## config.mk

```make
export PLATFORM = sky130hd
export DESIGN_NAME = quadrature_decoder
export DESIGN_NICKNAME = d
export VERILOG_FILES = /design/src/rtl/qdec_pkg.sv /design/src/rtl/qdec_sync_filter.sv /design/src/rtl/quadrature_decoder.sv
export SDC_FILE = /design/constraint.sdc
export NUM_CORES = 1
export LEC_CHECK = 0
export CAP_MARGIN = 20
export CORE_MARGIN = 2
export CORE_UTILIZATION = 55
export CTS_CLUSTER_DIAMETER = 60
export CTS_CLUSTER_SIZE = 40
export DETAILED_ROUTE_END_ITERATION = 6
export PLACE_DENSITY_LB_ADDON = 0.25
export SLEW_MARGIN = 20
export SYNTH_ARGS = -nofsm -noshare
export SYNTH_HDL_FRONTEND = slang
export SYNTH_SLANG_ARGS = --single-unit
```

## constraint.sdc

```tcl
create_clock -name clk -period 6.2 [get_ports clk]
set_input_delay 0.93 -clock clk [delete_from_list [all_inputs] [get_ports clk]]
set_output_delay 0.93 -clock clk [all_outputs]
set_load 0.01 [all_outputs]
```

## src/rtl/qdec_pkg.sv

```systemverilog
// Shared types and Gray-code helpers for the quadrature decoder.
package qdec_pkg;

    typedef logic [1:0] ab_t;

    typedef enum logic {
        QDEC_INIT,
        QDEC_RUN
    } qdec_state_e;

    localparam ab_t AB_00 = 2'b00;
    localparam ab_t AB_01 = 2'b01;
    localparam ab_t AB_11 = 2'b11;
    localparam ab_t AB_10 = 2'b10;

    // Successor of an AB level in the forward (count-up) direction.
    function automatic ab_t qdec_fwd_next(input ab_t ab);
        case (ab)
            AB_00:   return AB_01;
            AB_01:   return AB_11;
            AB_11:   return AB_10;
            default: return AB_00;
        endcase
    endfunction

endpackage

```

## src/rtl/qdec_sync_filter.sv

```systemverilog
// One encoder phase: 2-flop synchronizer, plus a stability filter when QDEC_FILTER_EN is defined.
// acc_next_o is the level acc_o will hold after the next edge.
module qdec_sync_filter #(
    parameter int unsigned FILT_LEN = 4
) (
    input  logic clk,
    input  logic reset_n,
    input  logic d_i,
    input  logic init_i,
    output logic acc_o,
    output logic acc_next_o
);

    logic [1:0] sync_q;

    always_ff @(posedge clk or negedge reset_n) begin
        if (!reset_n) begin
            sync_q <= 2'b00;
        end else begin
            sync_q <= {sync_q[0], d_i};
        end
    end

`ifdef QDEC_FILTER_EN
    localparam int unsigned CNT_W = 8;

    logic             acc_q;
    logic             acc_d;
    logic [CNT_W-1:0] cnt_q;
    logic [CNT_W-1:0] cnt_d;

    // Count consecutive cycles the synchronized level disagrees with the accepted one.
    always_comb begin
        acc_d = acc_q;
        cnt_d = cnt_q;
        if (init_i) begin
            acc_d = sync_q[1];
            cnt_d = '0;
        end else if (sync_q[1] == acc_q) begin
            cnt_d = '0;
        end else if (cnt_q == CNT_W'(FILT_LEN - 1)) begin
            acc_d = sync_q[1];
            cnt_d = '0;
        end else begin
            cnt_d = cnt_q + CNT_W'(1);
        end
    end

    always_ff @(posedge clk or negedge reset_n) begin
        if (!reset_n) begin
            acc_q <= 1'b0;
            cnt_q <= '0;
        end else begin
            acc_q <= acc_d;
            cnt_q <= cnt_d;
        end
    end

    assign acc_o      = acc_q;
    assign acc_next_o = acc_d;
`else
    assign acc_o      = sync_q[1];
    assign acc_next_o = sync_q[0];

    // init and FILT_LEN only matter when the filter is built.
    logic unused_cfg;
    assign unused_cfg = init_i | (FILT_LEN == 0);
`endif

endmodule

```

## src/rtl/quadrature_decoder.sv

```systemverilog
// Quadrature A/B decoder: 4x step/dir events, modulo-2^N position, sticky illegal-jump flag.
// Optional input glitch filter enabled by defining QDEC_FILTER_EN.
module quadrature_decoder
    import qdec_pkg::*;
#(
    parameter int unsigned N        = 16,
    parameter int unsigned FILT_LEN = 4
) (
    input  logic         clk,
    input  logic         reset_n,
    input  logic         qa,
    input  logic         qb,
    input  logic         clear,
    input  logic         load,
    input  logic [N-1:0] load_val,
    input  logic         err_clr,
    output logic         step,
    output logic         dir,
    output logic [N-1:0] position,
    output logic         err,
    output logic         ready
);

`ifdef QDEC_FILTER_EN
    localparam int unsigned INIT_CYC = 2 + FILT_LEN;
`else
    localparam int unsigned INIT_CYC = 2;
`endif
    localparam int unsigned CNT_W = 9;

    qdec_state_e      state_q;
    logic [CNT_W-1:0] init_cnt_q;
    ab_t              prev_ab_q;
    logic             step_q;
    logic             dir_q;
    logic [N-1:0]     pos_q;
    logic             err_q;
    logic             ready_q;

    logic acc_a, acc_b, nxt_a, nxt_b;
    logic init_c;
    ab_t  cur_ab;
    ab_t  nxt_ab;
    logic fwd_c, rev_c, jump_c;

    assign init_c = (state_q == QDEC_INIT);

    qdec_sync_filter #(.FILT_LEN(FILT_LEN)) u_sync_a (
        .clk        (clk),
        .reset_n    (reset_n),
        .d_i        (qa),
        .init_i     (init_c),
        .acc_o      (acc_a),
        .acc_next_o (nxt_a)
    );

    qdec_sync_filter #(.FILT_LEN(FILT_LEN)) u_sync_b (
        .clk        (clk),
        .reset_n    (reset_n),
        .d_i        (qb),
        .init_i     (init_c),
        .acc_o      (acc_b),
        .acc_next_o (nxt_b)
    );

    assign cur_ab = {acc_a, acc_b};
    assign nxt_ab = {nxt_a, nxt_b};

    // Classify the accepted AB change; only meaningful once running.
    always_comb begin
        fwd_c  = 1'b0;
        rev_c  = 1'b0;
        jump_c = 1'b0;
        if (state_q == QDEC_RUN) begin
            fwd_c  = (cur_ab == qdec_fwd_next(prev_ab_q));
            rev_c  = (prev_ab_q == qdec_fwd_next(cur_ab));
            jump_c = ((cur_ab ^ prev_ab_q) == 2'b11);
        end
    end

    always_ff @(posedge clk or negedge reset_n) begin
        if (!reset_n) begin
            state_q    <= QDEC_INIT;
            init_cnt_q <= '0;
            prev_ab_q  <= AB_00;
            step_q     <= 1'b0;
            dir_q      <= 1'b0;
            pos_q      <= '0;
            err_q      <= 1'b0;
            ready_q    <= 1'b0;
        end else begin
            step_q <= 1'b0;

            // Prime prev_ab with the settled input level so the first RUN cycle sees no change.
            if (state_q == QDEC_INIT) begin
                if (init_cnt_q == CNT_W'(INIT_CYC - 1)) begin
                    state_q   <= QDEC_RUN;
                    ready_q   <= 1'b1;
                    prev_ab_q <= nxt_ab;
                end else begin
                    init_cnt_q <= init_cnt_q + CNT_W'(1);
                end
            end else begin
                prev_ab_q <= cur_ab;
                if (fwd_c || rev_c) begin
                    step_q <= 1'b1;
                    dir_q  <= fwd_c;
                end
            end

            if (clear) begin
                pos_q <= '0;
            end else if (load) begin
                pos_q <= load_val;
            end else if (fwd_c) begin
                pos_q <= pos_q + N'(1);
            end else if (rev_c) begin
                pos_q <= pos_q - N'(1);
            end

            if (jump_c) begin
                err_q <= 1'b1;
            end else if (err_clr) begin
                err_q <= 1'b0;
            end
        end
    end

    assign step     = step_q;
    assign dir      = dir_q;
    assign position = pos_q;
    assign err      = err_q;
    assign ready    = ready_q;

endmodule

```

==> results of run 1 <==
==> cells in the mapped netlist (4+ instances only) <==
| master | number |
|---|---|
| ha_1 | 17 |
| a211oi_1 | 7 |
| xor2_1 | 11 |
| clkbuf_1 | 5 |
| nand3_1 | 6 |
| xnor2_1 | 10 |
| nor3_1 | 6 |
| nor2_1 | 20 |
| nand4_1 | 4 |
| dfrtp_1 | 36 |
| o21ai_0 | 8 |
| nor2b_1 | 8 |
| a21o_1 | 7 |
| or3_1 | 4 |
| inv_1 | 11 |
| a21oi_1 | 21 |
| nand2_1 | 26 |
==> layer usage <==
layer	global-route usage	wire [um]	part of all wire	vias to the layer above
met4	0.06318	36	0.0072	0
met2	0.3739	2442	0.49	55
met5	0	0	0	-
met3	0.06250	228	0.046	4
met1	0.2775	2264	0.46	939
li1	-	-	-	996
==> through the flow <==
stage                     cell area [um2]    util  hold slack (ns)  worst slack (ns)
after floorplan                      2360       -           0.3530             3.290
after CTS                            2888  0.7117           0.3931             2.803
after global routing                 2888  0.7117           0.4026             2.565
after global placement               2795  0.6889           0.3659             2.999
after detailed placement             2795  0.6889           0.3745             2.849
final                                2888  0.7117           0.3895             2.810
==> sequential cells by signal, indices dropped and copies added, names as in the netlist <==
signal	count
position	16
init_cnt_q	9
prev_ab_q	2
u_sync_a.sync_q	2
u_sync_b.sync_q	2
dir	1
err	1
ready	1
state_q	1
step	1
==> final cells by class <==
type                            count  area share
Multi-Input combinational cell    196      0.4679
Inverter                           12     0.01560
Clock inverter                      3    0.008232
Clock buffer                        5     0.02383
Sequential cell                    36      0.3120
Tap cell                           50     0.02166
Timing Repair Buffer               44      0.1508
==> final timing paths <==
check	depth (start not counted)	slack (ns)	to
setup / recovery	10	2.81	position[12]
hold / removal	0	0.39	u_sync_a.sync_q[1]
setup reg to reg	10	2.81	position[12]
hold reg to reg	0	0.39	u_sync_a.sync_q[1]
max in group asynchronous	2	4.83	init_cnt_q[6]
min in group asynchronous	2	1.04	position[1]
==> logic make-up after synthesis <==
group           after synthesis  share of synthesized area
simple gates                 80                     0.1612
compound gates               73                     0.2174
flops                        36                     0.3818
buf+inv                      23                    0.04560
xor+xnor                     21                    0.07794
fa+ha+maj                    18                    0.09862
mux                           4                    0.01750
==> power breakdown <==
group | switching (uW) | internal, uW
Sequential | 17.3 | 254
Clock | 90.3 | 79.5
Combinational | 168 | 146
==> worst reg2reg max path, cell delays in order (launching register included) <==
cell      delay [ns]
dfrtp_1         0.43
xor2_1          0.17
nand3_1         0.53
ha_1            0.62
nor2b_1         0.22
o21a_1          0.17
o21ai_2         0.08
a211o_2         0.34
a21oi_1         0.15
mux2_1          0.33
a211oi_1        0.25
==> results.env, run 1 <==
STATUS='completed'
TIMING.CRITICAL_PATH.MAX_DELAY_FAMILY='compound AO/OA/AOI/OAI gates'
VDD.IR_DROP.WORST_uV=162.0
TIMING.CRITICAL_PATH.CELLS='xor2_1 -> nand3_1 -> ha_1 -> nor2b_1 -> o21a_1 -> o21ai_2 -> a211o_2 -> a21oi_1 -> mux2_1 -> a211oi_1'
SYNTHDOMINANTCELLAREASHARE=0.3818
GRT_USAGE=0.2217
DRT-PASS1-ITER-COUNT=5
CTS.SINK_COUNT=36
TOTAL_POWER_uW=754.6
ROUTED_VIA_DENSITY=5.763
CRITICAL_PATH.SLOWEST_CELL='ha_1'
SYNTH_TOP_CELL_BY_AREA='dfrtp_1'
MULTIINPUTGATEAREA_MM2=0.001351
RELATIVE_AREA_CHANGE_FROM_SYNTHESIS_TO_FINAL_LAYOUT_PCT=22.38
WORSTMARGINPINSLEW_NS=0.7499
BOUNDARYPINS=43
INSERTEDDIODECOUNT=0
POSTROUTEANTENNANETS=0
TIMING.SLEW.HEADROOM=0.4985
CRITICAL_PATH.STARTPOINT_TYPE='flip-flop'
DIE_WIDTH_UM=69.50
CLOCK_SKEW_NS=0.003236
CTS_MAX_PATH_BUFFERS=2
SYNTH_TOP_CELLS_BY_AREA='dfrtp_1 (38%), ha_1 (9.0%), a21oi_1 (4.5%)'
FIRST_GLOBAL_VIAS=1944
DR.FIRST_ITER.DRC_COUNT=101
GLOBAL_ROUTE.OVERFLOW_TOTAL=0
SYNTH.FF_LATCH_COUNT=36
GP_CONGESTION=0.8524
LARGEST_NET_DEGREE_AT_THE_START_OF_GLOBAL_ROUTING=37
MAPPEDNETLISTAREA_MM2=0.002360
CTS.CLK_SLEW.WORST_PATHS_NS=0.08
HIGHEST_COUNT_CELLS_IN_THE_LAYOUT_IGNORING_FILL_AND_TAPS='clkdlybuf4s50_1 (42), dfrtp_1 (36), nand2_1 (26), a21oi_1 (21), nor2_1 (20)'
SLEW_VIOLATIONS=0
NETLIST-CELL-TYPE-COUNT=51
HOLD_PATH.STARTPOINT='u_sync_a.sync_q[0]'
CLOCK_TREE_FROM_TRITONCTS='yes'
MIN_PERIOD_NS=3.390
NUM_VIAS=1994
WORSTSETUPENDPOINTTYPE='flip-flop'
FP.DIEAREA_MM2=0.004830
SYN_INST=255
PLACE.DETAILED.HPWL_UM=3534
FF_LATCH_AREA_UM2=900.9
CRITICAL_PATH.N_BUFFERS_INVERTERS=0
UNREPAIRED_SETUP_ENDPOINTS_AFTER_GLOBAL_ROUTING='no'
CTS_ROOT_BUF='clkbuf_8'
BUFFERS_ON_PORTS=42
TNS_NS=0
MAXCAPVIOLATIONS=0
FLOORPLAN.INITIALDENSITY=0.5816
CTS_MADE_BUFFERS=5
TIMING_HOLD_VIOLATIONS_FINAL=0
AVGSYNTHCELLAREA_UM2=9.254
DESIGN.FINAL.NETS=336
SYNTH_ENABLE_FLOP_CELLS=0
SYNTHARSTFLOPSHARE=1.000
INSTANCES_NO_FILL=346
CLK_LATENCY_NS=0.29
POSTSYNTHNETCOUNT=296
FIRST_PASS_GRT_WIRE_LENGTH_UM=8776
TOTAL_OF_CELLS_RESIZED_AFTER_CLOCK_TREE_SYNTHESIS=0
FINAL_LAYOUT_SIZE_SUFFIX_GT1_FRAC=0.06419
DRC=0
PLACEABLECOREAREA_MM2=0.004058
REGISTER_AREA_SHARE_AFTER_SYNTHESIS=0.3818
FINAL.FILL_COUNT=326
POST-ROUTE-PERIOD-UTIL=0.5468
TIMING.CRITICAL_PATH.REQUIRED_NS=6.38
LAYOUT.CELLS.MOST_COMMON='clkdlybuf4s50_1'
TIMING.FMAX_MHz=295.0
CTS_POST_SETUP_BUFFERS_INSERTED=0
P_LEAK_uW=0.001264
YS_WARN_COUNT=0
FINALSETUPVIOLCOUNT=0
CP_SLOWEST_STAGE_DELAY_NS=0.61
WORSTREG2REGSTART='u_sync_b.sync_q[1]'
ROW_COUNT=23
CTS_HOLD_BUF=0
CTS.HTREE.LEVELS=2
GRT_ANTENNA_BEFORE_REPAIR=0
LARGEST_FANOUT_ON_THE_CRITICAL_PATH=17
CRIT_START='u_sync_b.sync_q[1]'
POST_DRT_WL_PER_CELL_UM=14.37
SYNTHFLOPTYPE='dfrtp_1'
ENDPOINT_ARRIVAL_TIME_ON_THE_CRITICAL_PATH_NS=3.58
ROUTED_WL_UM=4973
PLACED_CELL_COUNT=338
CRITICALPATHCATEGORY='flip-flop to flip-flop'
MIN-DELAY-PATH-CLASS='flip-flop to flip-flop'
DIE_HEIGHT_UM=69.50
POWER_DENSITY_mW_PER_MM2=261.3
No activity file was read; power rests on OpenSTA's default activity.
==> run 2: changes to the inputs <==
Settings changed: CORE_UTILIZATION 55 to 53.
Clock period 6.2 ns to 3.47 ns, I/O delays scaled along.
==> run 2 against run 1 <==
Compared with the run above: power grew 82%; combinational power grew 81%; fmax grew 14%; clock power grew 86%; final area grew 0.65%; hold slack lost 0.0061 ns; largest power group unchanged.
==> results.env, run 2 (synthesis gave the netlist of run 1 again) <==
STATUS='completed'
CTS_ROOT_BUF='clkbuf_8'
FLOORPLAN.INITIALDENSITY=0.5457  # -0.03584
WORSTMARGINPINSLEW_NS=0.7705  # +0.02059 ns
TNS_NS=0  # unchanged
DRC=0  # unchanged
DESIGN.FINAL.NETS=338  # +0.60%
ROW_COUNT=24  # +4.3%
CTS.HTREE.LEVELS=2  # unchanged
WORSTREG2REGSTART='u_sync_b.sync_q[1]'
MIN_PERIOD_NS=2.963  # -0.4277 ns
FP.DIEAREA_MM2=0.005002  # +3.6%
LARGEST_FANOUT_ON_THE_CRITICAL_PATH=17  # unchanged
LARGEST_NET_DEGREE_AT_THE_START_OF_GLOBAL_ROUTING=37  # unchanged
ROUTED_WL_UM=5110  # +2.8%
CTS.CLK_SLEW.WORST_PATHS_NS=0.07  # about the same
FINAL_LAYOUT_SIZE_SUFFIX_GT1_FRAC=0.06711  # +0.002925
NUM_VIAS=2001  # +0.35%
POST-ROUTE-PERIOD-UTIL=0.8538  # +0.3069
DIE_WIDTH_UM=70.73  # +1.8%
POST_DRT_WL_PER_CELL_UM=14.60  # +1.6%
CLOCK_TREE_FROM_TRITONCTS='yes'
CTS_MADE_BUFFERS=5  # unchanged
TOTAL_OF_CELLS_RESIZED_AFTER_CLOCK_TREE_SYNTHESIS=0  # unchanged
DIE_HEIGHT_UM=70.73  # +1.8%
TIMING.SLEW.HEADROOM=0.4847  # -0.01377
HOLD_PATH.STARTPOINT='u_sync_b.sync_q[0]'
WORST_HOLD_SLACK_NS=0.3834  # -0.006103 ns
UNREPAIRED_SETUP_ENDPOINTS_AFTER_GLOBAL_ROUTING='no'
VDD.IR_DROP.WORST_uV=249.2  # +54%
FINALSETUPVIOLCOUNT=0  # unchanged
GRT_ANTENNA_BEFORE_REPAIR=0  # unchanged
SLEW_VIOLATIONS=0  # unchanged
FINAL.FILL_COUNT=375  # +15%
CTS.SINK_COUNT=36  # unchanged
BOUNDARYPINS=43  # unchanged
PRECTSSETUPSLACK_NS=0.4952  # -2.353 ns
FIRST_GLOBAL_VIAS=1922  # -1.1%
RELATIVE_AREA_CHANGE_FROM_SYNTHESIS_TO_FINAL_LAYOUT_PCT=23.17
MAXCAPVIOLATIONS=0  # unchanged
BUFFERS_ON_PORTS=42  # unchanged
LAYOUT.CELLS.MOST_COMMON='clkdlybuf4s50_1'
DR.FIRST_ITER.DRC_COUNT=130  # +29%
INSERTEDDIODECOUNT=0  # unchanged
HIGHEST_COUNT_CELLS_IN_THE_LAYOUT_IGNORING_FILL_AND_TAPS='clkdlybuf4s50_1 (42), dfrtp_1 (36), nand2_1 (26), a21oi_1 (21), nor2_1 (20)'
GP_CONGESTION=0.8707  # +2.1%
PLACE.DETAILED.HPWL_UM=3733  # +5.6%
TOTAL_POWER_uW=1370  # +82%
GRT_USAGE=0.2260  # +0.004257
PLACEABLECOREAREA_MM2=0.004324  # +6.6%
TIMING.FMAX_MHz=337.5  # +14%
TIMING_HOLD_VIOLATIONS_FINAL=0  # unchanged
CRITICAL_PATH.STARTPOINT_TYPE='flip-flop'
CLOCK_SKEW_NS=0.003971  # +0.0007347 ns
CRITICALPATHCATEGORY='flip-flop to flip-flop'
POWER_DENSITY_mW_PER_MM2=471.3  # +80%
SETUP_SLACK_NS=0.5075  # -2.302 ns
CTS_POST_SETUP_BUFFERS_INSERTED=0  # unchanged
LARGEST_REGISTER_FF_COUNT=16  # unchanged
MIN-DELAY-PATH-CLASS='flip-flop to flip-flop'
CP_SLOWEST_STAGE_DELAY_NS=0.41  # -0.20 ns
CLK_LATENCY_NS=0.29  # about the same
POSTROUTEANTENNANETS=0  # unchanged
TIMING.CRITICAL_PATH.REQUIRED_NS=3.66  # -2.72 ns
CTS_HOLD_BUF=0  # unchanged
GLOBAL_ROUTE.OVERFLOW_TOTAL=0  # unchanged
WORSTSETUPENDPOINTTYPE='flip-flop'
CTS_MAX_PATH_BUFFERS=2  # unchanged
ENDPOINT_ARRIVAL_TIME_ON_THE_CRITICAL_PATH_NS=3.15  # -0.43 ns
P_LEAK_uW=0.001277  # +1.1%
ROUTED_VIA_DENSITY=5.717  # -0.80%
FIRST_PASS_GRT_WIRE_LENGTH_UM=9059  # +3.2%
CRITICAL_PATH.SLOWEST_CELL='dfrtp_1'
DRT-PASS1-ITER-COUNT=5  # unchanged
TIMING.CRITICAL_PATH.CELLS='xor2_1 -> nand3_1 -> buf_4 -> inv_1 -> fa_1 -> nor2b_1 -> o21a_1 -> o21ai_2 -> a211o_2 -> a21oi_1 -> mux2_1 -> a211oi_1'
FINALCOREUTILIZATION=0.6722  # -0.03952
CRIT_START='u_sync_b.sync_q[1]'
## run 2: changes by cell type in the layout (fill, tap and decap cells not counted), sizes merged
cell / change
buf: +2
clkinvlp: -1
clkinv: -1
clkbuf: +2
## run 2: cell type report
class / instances / area, um2 / area share
multi-input cells: 196 / 1351 / 0.4649
flip-flops and latches: 36 / 900.9 / 0.3099
repair buffers: 46 / 450.4 / 0.1550
clock buffers: 7 / 86.33 / 0.02970
well taps: 52 / 65.06 / 0.02238
inverters: 12 / 45.04 / 0.01550
clock inverters: 1 / 7.507 / 0.002583
## run 2: worst paths after layout
path / cells past startpoint / slack (ns) / to
setup / recovery: 12 / 0.51 / position[12]
hold / removal: 0 / 0.38 / u_sync_b.sync_q[1]
setup reg to reg: 12 / 0.51 / position[12]
hold reg to reg: 0 / 0.38 / u_sync_b.sync_q[1]
max in group asynchronous: 2 / 2.50 / position[10]
min in group asynchronous: 2 / 0.64 / position[0]
## run 2: where the power goes
| part | total, uW | switching, uW | internal, uW | leakage [uW] |
|---|---|---|---|---|
| clock | 316 | 155 | 161 | 0.0000445 |
| sequential | 486 | 32.0 | 454 | 0.000451 |
| combinational | 567 | 302 | 265 | 0.000782 |
| total | 1370 | 489 | 881 | 0.00128 |
## run 2: worst max-delay path, delay by kind of cell (launching register included)
kind	cells	cell delay (ns)
AO/OA/AOI/OAI	5	0.97
flip-flops	1	0.41
adder cells (fa/ha/maj)	1	0.39
buffers and inverters	2	0.34
multiplexers	1	0.33
AND/OR/NAND/NOR	2	0.24
XOR/XNOR	1	0.17
## run 2: through the flow
step                      std cells  area (um2)
after floorplan                 255        2360
after global placement          342        2813
after detailed placement        342        2813
after CTS                       350        2907
after global routing            350        2907
final                           350        2907
## run 2: per-layer routing
layer  up-vias  GRT usage  wire, um
li1       1000          -         -
met1       946     0.3189      2407
met2        49     0.3583      2398
met3         6    0.05413       259
met4         0    0.04822        44
met5         -          0         0
